<file path="src/rtl/spi_tx_fifo_sequencer.sv">
// Burst sequencer between the TX FIFO read port and the SPI shifter.
// Owns slave select, enforces its setup/hold timing and aborts a burst when the FIFO starves.
`timescale 1ns/1ps

module spi_tx_fifo_sequencer #(
    parameter int WIDTH       = 8,
    parameter int LEN_W       = 8,
    parameter int CS_SETUP    = 2,
    parameter int CS_HOLD     = 2,
    parameter int STALL_LIMIT = 16
) (
    input  logic             clk,
    input  logic             rst,
    input  logic             go,
    input  logic [LEN_W-1:0] burst_len,
    output logic             busy,
    output logic             done,
    output logic             error,
    output logic [LEN_W-1:0] sent_cnt,
    output logic             fifo_rd_cs,
    output logic             fifo_rd_en,
    input  logic [WIDTH-1:0] fifo_out,
    input  logic             fifo_empty,
    output logic             sh_start,
    output logic [WIDTH-1:0] sh_data,
    input  logic             sh_done,
    output logic             ss_n
);

    localparam int TMR_MAX = (CS_SETUP > CS_HOLD) ? CS_SETUP : CS_HOLD;
    localparam int TMR_W   = $clog2(TMR_MAX + 1);
    localparam int STALL_W = $clog2(STALL_LIMIT + 1);

    typedef enum logic [2:0] {
        S_IDLE,
        S_SETUP,
        S_WAIT_DATA,
        S_FETCH,
        S_SHIFT,
        S_HOLD
    } state_t;

    state_t             state, state_n;
    logic [LEN_W-1:0]   remaining, remaining_n;
    logic [TMR_W-1:0]   timer, timer_n;
    logic [STALL_W-1:0] stall_cnt, stall_n;
    logic               go_prev;
    logic               go_rise;
    logic               stalled_out;
    logic               pop;

    logic               busy_n, done_n, error_n, sh_start_n, ss_n_n;
    logic [LEN_W-1:0]   sent_n;
    logic [WIDTH-1:0]   sh_data_n;

    // A go level held across a whole burst must not retrigger once we are back in IDLE,
    // so a burst is launched on the rising edge of go only.
    assign go_rise     = go && !go_prev;
    assign stalled_out = (stall_cnt == STALL_W'(STALL_LIMIT));
    assign pop         = (state == S_WAIT_DATA) && !fifo_empty && !stalled_out;
    assign fifo_rd_cs  = pop;
    assign fifo_rd_en  = pop;

    // NOTE: every signal written here gets a default first, so no path can infer a latch.
    always_comb begin
        state_n     = state;
        remaining_n = remaining;
        timer_n     = timer;
        stall_n     = stall_cnt;
        done_n      = 1'b0;
        sh_start_n  = 1'b0;
        error_n     = error;
        sent_n      = sent_cnt;
        sh_data_n   = sh_data;
        ss_n_n      = ss_n;

        case (state)
            S_IDLE: begin
                if (go_rise) begin
                    error_n = 1'b0;
                    sent_n  = '0;
                    if (burst_len != '0) begin
                        remaining_n = burst_len;
                        timer_n     = '0;
                        ss_n_n      = 1'b0;
                        state_n     = S_SETUP;
                    end else begin
                        done_n = 1'b1;
                    end
                end
            end

            S_SETUP: begin
                if (timer == TMR_W'(CS_SETUP - 1)) begin
                    timer_n = '0;
                    stall_n = '0;
                    state_n = S_WAIT_DATA;
                end else begin
                    timer_n = timer + TMR_W'(1);
                end
            end

            S_WAIT_DATA: begin
                if (pop) begin
                    stall_n = '0;
                    state_n = S_FETCH;
                end else if (stall_cnt == STALL_W'(STALL_LIMIT - 1)) begin
                    // Starved for STALL_LIMIT consecutive cycles: give up, but still honour hold.
                    error_n = 1'b1;
                    stall_n = '0;
                    timer_n = '0;
                    state_n = S_HOLD;
                end else begin
                    stall_n = stall_cnt + STALL_W'(1);
                end
            end

            // The popped word appears on fifo_out one cycle after the pop edge.
            S_FETCH: begin
                sh_data_n  = fifo_out;
                sh_start_n = 1'b1;
                sent_n     = sent_cnt + LEN_W'(1);
                state_n    = S_SHIFT;
            end

            S_SHIFT: begin
                if (sh_done) begin
                    remaining_n = remaining - LEN_W'(1);
                    if (remaining == LEN_W'(1)) begin
                        timer_n = '0;
                        state_n = S_HOLD;
                    end else begin
                        stall_n = '0;
                        state_n = S_WAIT_DATA;
                    end
                end
            end

            S_HOLD: begin
                if (timer == TMR_W'(CS_HOLD - 1)) begin
                    timer_n = '0;
                    ss_n_n  = 1'b1;
                    done_n  = 1'b1;
                    state_n = S_IDLE;
                end else begin
                    timer_n = timer + TMR_W'(1);
                end
            end

            default: begin
                ss_n_n  = 1'b1;
                state_n = S_IDLE;
            end
        endcase

        busy_n = (state_n != S_IDLE);
    end

    // NOTE: sequential state uses non-blocking assignments so every register samples
    // pre-edge values regardless of statement order.
    always_ff @(posedge clk or posedge rst) begin
        if (rst) begin
            state     <= S_IDLE;
            remaining <= '0;
            timer     <= '0;
            stall_cnt <= '0;
            go_prev   <= 1'b0;
            busy      <= 1'b0;
            done      <= 1'b0;
            error     <= 1'b0;
            sent_cnt  <= '0;
            sh_start  <= 1'b0;
            sh_data   <= '0;
            ss_n      <= 1'b1;
        end else begin
            state     <= state_n;
            remaining <= remaining_n;
            timer     <= timer_n;
            stall_cnt <= stall_n;
            go_prev   <= go;
            busy      <= busy_n;
            done      <= done_n;
            error     <= error_n;
            sent_cnt  <= sent_n;
            sh_start  <= sh_start_n;
            sh_data   <= sh_data_n;
            ss_n      <= ss_n_n;
        end
    end

endmodule

</file>
<file path="config.mk">
export PLATFORM = sky130hd
export DESIGN_NAME = spi_tx_fifo_sequencer
export DESIGN_NICKNAME = d
export VERILOG_FILES = /design/src/rtl/spi_tx_fifo_sequencer.sv
export SDC_FILE = /design/constraint.sdc
export NUM_CORES = 1
export LEC_CHECK = 0
export BUFFER_PORTS_ARGS = -buffer_cell sky130_fd_sc_hd__clkbuf_2
export CORE_ASPECT_RATIO = 0.9
export CORE_MARGIN = 5
export CORE_UTILIZATION = 58
export CTS_CLUSTER_DIAMETER = 150
export DETAILED_ROUTE_END_ITERATION = 8
export GPL_TIMING_DRIVEN = 0
export PLACE_DENSITY_LB_ADDON = 0.05
export SYNTH_ARGS = -nofsm -noshare
export SYNTH_HDL_FRONTEND = slang
export SYNTH_SLANG_ARGS = --single-unit
</file>
<file path="constraint.sdc">
create_clock -name clk -period 3.79 [get_ports clk]
set_clock_uncertainty 0.2 [all_clocks]
set_input_delay 0.379 -clock clk [delete_from_list [all_inputs] [get_ports clk]]
set_output_delay 0.379 -clock clk [all_outputs]
set_load 0.02 [all_outputs]
</file>
# After elaboration in Yosys (flattened, before gate mapping)

Index checks and enable logic that the tools add are counted.

Add/subtract/negate cells: 4
Eq/ne operators: 18
Muxes and demuxes: 42
Bitwise gates (word level): 1
Reductions and logical operators: 22

Operator list:

| operator            | number |
|---|---|
| $mux 8              | 4 |
| $pmux 8 s2          | 2 |
| $mux 5              | 5 |
| $mux 3              | 8 |
| $pmux 3 s6          | 1 |
| $ne 2x2->1 const B  | 8 |
| $reduce_and 4->1    | 4 |
| $pmux 5 s3          | 1 |
| $mux 2              | 7 |
| $mux 1              | 10 |
| $add 8x1->8 const B | 1 |
| $eq 8x1->1 const B  | 1 |
| $pmux 2 s4          | 1 |
| $reduce_bool 8->1   | 1 |
| $sub 8x1->8 const B | 1 |
| $reduce_and 7->1    | 1 |
| $eq 3x2->1 const B  | 2 |
| $eq 3x3->1 const B  | 2 |
| $reduce_bool 2->1   | 3 |
| $reduce_bool 3->1   | 2 |
| $add 5x1->5 const B | 1 |
| $eq 5x4->1 const B  | 1 |
| $eq 5x5->1 const B  | 1 |
| $pmux 1 s2          | 2 |
| other kinds (13)    | 17 |

Register bits: 40
Bits of input ports: 21
Output and inout bits: 23
Logic and storage cells: 99

# Depth between registers and ports, before layout

Depth after elaboration: 6
Depth in mapped cells: 6

# Worst setup path after synthesis

No wires, ideal clock.

Path kind: register -> output
Start point: register state[0]
End point: output port fifo_rd_en
Data arrival time: 1.936 ns
Slack: 1.275 ns
Stages on the path, launching flop included: 5
Buffers on the path: 2
Path through: dfrtp_1 > clkbuf_1 > or3b_2 > nor3_1 > buf_4

Longest elaborated chain between the ends: 3

Ends and longest elaborated chain:

| item                           | RTL line | RTL |
|---|---|---|
| start, declared                | 43       | `state_t state, state_n;` |
| start signal, assigned         | 176      | `state <= state_n;` |
| $eq 3x2->1                     | 60       | `assign pop = (state == S_WAIT_DATA) && !fifo_empty && !stalled_out;` |
| $logic_and 1x1->1 (2 in a row) | 60       |  |
| end, declared                  | 21       | `output logic fifo_rd_en,` |

No other way between the ends.

# Worst setup path in the final report

Same ends and word-level chain as after synthesis.

==> impl_metrics.csv <==
group,metric,value,unit
clock_network,clockBufferDepth,2,
die,num_rows,21,
clock_network,post_cts_resized,0,
placed_design,port_buffers,43,
min_path,hold_class,"in -> reg",
run_status,outcome,"completed",
final_layout,area_growth,18.57,%
yosys,yosysTopAreaCell,"dfrtp_1",
timing,finalCritPeriodShare,73.35,%
routing,drcViolationCount,0,
setup_path,arrival,2.20,ns
routing,viasPerCell,5.834,
timing,fmax,359.7,MHz
final_layout,drive_gt1_share,23.16,%
die,die_h,67.76,um
setup_path,path_buf_inv,3,
clock_network,clkSlewWorstSetupHoldPaths,0.08,ns
placed_design,pre_cts_slack,1.381,ns
yosys,synthArstFlopShare,100.0,%
setup_path,start_kind,"flip-flop",
clock_network,cts_tree,"yes",
routing,wl,4.954,mm
clock_network,cts_made_buffers,5,
clock_network,htreeDepth,2,
yosys,synth.yosys.seq_area_share,46.62,%
timing,tightest_slew,0.8113,ns
yosys,ys.flop_type,"dfrtp_1",
die,core,3652,um^2
timing,slew_headroom,45.84,%
yosys,synthDistinctLibCells,54,
grt,grt_pass1_wl,8.286,mm
timing,setup_tns,0,ns
yosys,ys_warn_count,0,
timing,period_minus_slack,2.780,ns
setup_path,crit_required,3.21,ns
clock_network,cts_setup_buffers,0,
final_layout,nets,310,
timing,hold_viol_final,0,
routing,num_vias,1931,
yosys,netlist_instances,234,
yosys,syn_area,2150,um^2
timing,rsz0062_at_grt,"no",
run,max_cap_viol_count,0,
setup_path,path_max_fanout,10,
clock_network,clock_sinks,40,
grt,grt_usage,21.61,%
setup_path,cp_top_family,"simple AND/OR/NAND/NOR gates",
setup_path,cpPeakStageDelay,0.54,ns
routing,detail_route.wl_per_cell,14.97,um
routing,drtAntennaViolNets,0,
die,die_w,74.17,um
yosys,synth_common_cells,"40 x nand2_1, 39 x dfrtp_1, 23 x o21ai_0",
setup_path,path_class,"reg -> out",
setup_path,cp_cell_sequence,"clkbuf_1 > or3b_2 > nor3_1 > buf_4 > clkbuf_2",
grt,antenna_found_initial,0,
timing,setup_ws,1.010,ns
setup_path,cpMaxStageDelayCell,"or3b_2",
pwr,ir_drop,0.4279,mV
pwr,powerDensity,706.9,nW/um^2
die,io_pins,44,
clock_network,worstSkewPairLatency,0.29,ns
grt,grt_pass1_vias,1853,
placed_design,dp.final_hpwl,3.551,mm
die,initial_utilization,58.86,%
timing,slew_viol_final,0,
final_layout,antenna-diode-count,0,
yosys,synthDominantCellAreaShare,45.40,%
routing,first_pass_iters,4,
pwr,p_total,0.001802,W
yosys,synth_edf_count,0,
clock_network,ctsHoldBuffers,0,
pwr,cellLeakagePower,1.200,nW
grt,grt_max_degree,41,
die,dieArea,5025,um^2
yosys,synth_seq_cells,40,
yosys,synth.most_common_cell,"nand2_1",
yosys,synth.avg_cell_area,9.186,um^2
placed_design,gp_congestion,0.8721,
grt,grt.overflow.total,0,
clock_network,root_buffer,"clkbuf_8",
setup_path,cp-end-kind,"output port",
yosys,syn_nets,260,
routing,drtIter0Drc,133,
yosys,synth.area.top_cells,"dfrtp_1 45%, nand2_1 7.0%, o21ai_0 5.4%",
timing,setup_viol,0,
## through the flow
step	util, %	instance area, um^2	cells	hold slack [ns]
global route	69.78	2549	331	0.007137
CTS	69.78	2549	331	0.02005
detailed placement	66.32	2422	323	0.2657
global placement	66.32	2422	323	0.2583
floorplan	-	2150	234	0.2104
finish	69.78	2549	331	0.01895
## report_power, final
part           internal, W  switching, W
registers         0.000565      0.000128
clock network     0.000232      0.000144
logic             0.000284      0.000448
total              0.00108      0.000720
## path summary, 6_finish.rpt
path                       slack, ns  depth (start not counted)           end     start
hold reg to reg                 0.28                          2          ss_n      ss_n
min in group asynchronous       0.03                          2       go_prev       rst
setup / recovery                1.01                          5    fifo_rd_en  state[0]
hold / removal                  0.02                          1       go_prev        go
max in group asynchronous       2.85                          2      state[2]       rst
setup reg to reg                1.57                          5  remaining[2]  state[0]
## layout by cell type (no fill, tap or decap), types with 2 or more instances in the layout
cell type	netlist	layout
a31oi_1	6	6
o21ai_0	23	23
a2bb2oi_1	3	3
clkbuf_2	0	43
dfrtp_1	39	39
nor2_1	11	11
nand3_1	10	10
o211ai_1	2	2
or3b_2	2	2
nor3b_1	5	5
nor2b_1	2	2
and3_1	2	2
o2bb2ai_1	3	3
o22ai_1	3	3
inv_1	12	11
nand4b_1	2	2
clkbuf_8	0	7
a22oi_1	2	2
a21oi_1	6	6
nor3_1	3	3
clkbuf_1	6	6
o31ai_1	2	2
buf_2	3	3
ha_1	5	5
o21a_1	3	3
nor4_1	3	3
nand2_1	40	40
nand4_1	4	4
nand2b_1	4	4
nand3b_1	2	2
## layout make-up
class                           instances  area [um^2]
Sequential cell                        40         1002
Fill cell                             300         1104
Inverter                               13        48.80
Timing Repair Buffer                   43        215.2
Clock inverter                          1        30.03
Multi-Input combinational cell        171         1054
Clock buffer                            7        96.34
Tap cell                               46        57.56
Buffer                                 10        45.04
## worst reg2reg max path, cell delays in order, from the launching register on
cell and delay [ns]:
dfrtp_1 0.44, clkbuf_1 0.25, nor3b_1 0.40, clkbuf_1 0.41, o21ai_0 0.14, a221oi_1 0.29
## cell families after synthesis
kind of cell,after synthesis,share of synthesized area (%)
compound gates,65,20.43
buf+inv,23,4.365
fa+ha+maj,5,2.910
mux,1,0.5238
simple gates,99,24.74
flops,40,46.62
xor+xnor,1,0.4075
## per-layer routing
layer / share of wire, % / global-route usage [%] / vias to the layer above
li1: - / - / 949
met1: 47 / 29.47 / 917
met2: 46 / 32.85 / 57
met3: 5.8 / 5.952 / 8
met4: 1.0 / 7.919 / 0
met5: 0 / 0 / -
## flip-flops by register name, summed over array words and instances (netlist names)
register / count
busy: 1
go_prev: 1
remaining: 8
timer: 2
error: 1
state: 3
sh_data: 8
sent_cnt: 8
ss_n: 1
sh_start: 1
stall_cnt: 5
done: 1
Note: power is estimated with default switching activity, not from simulation.
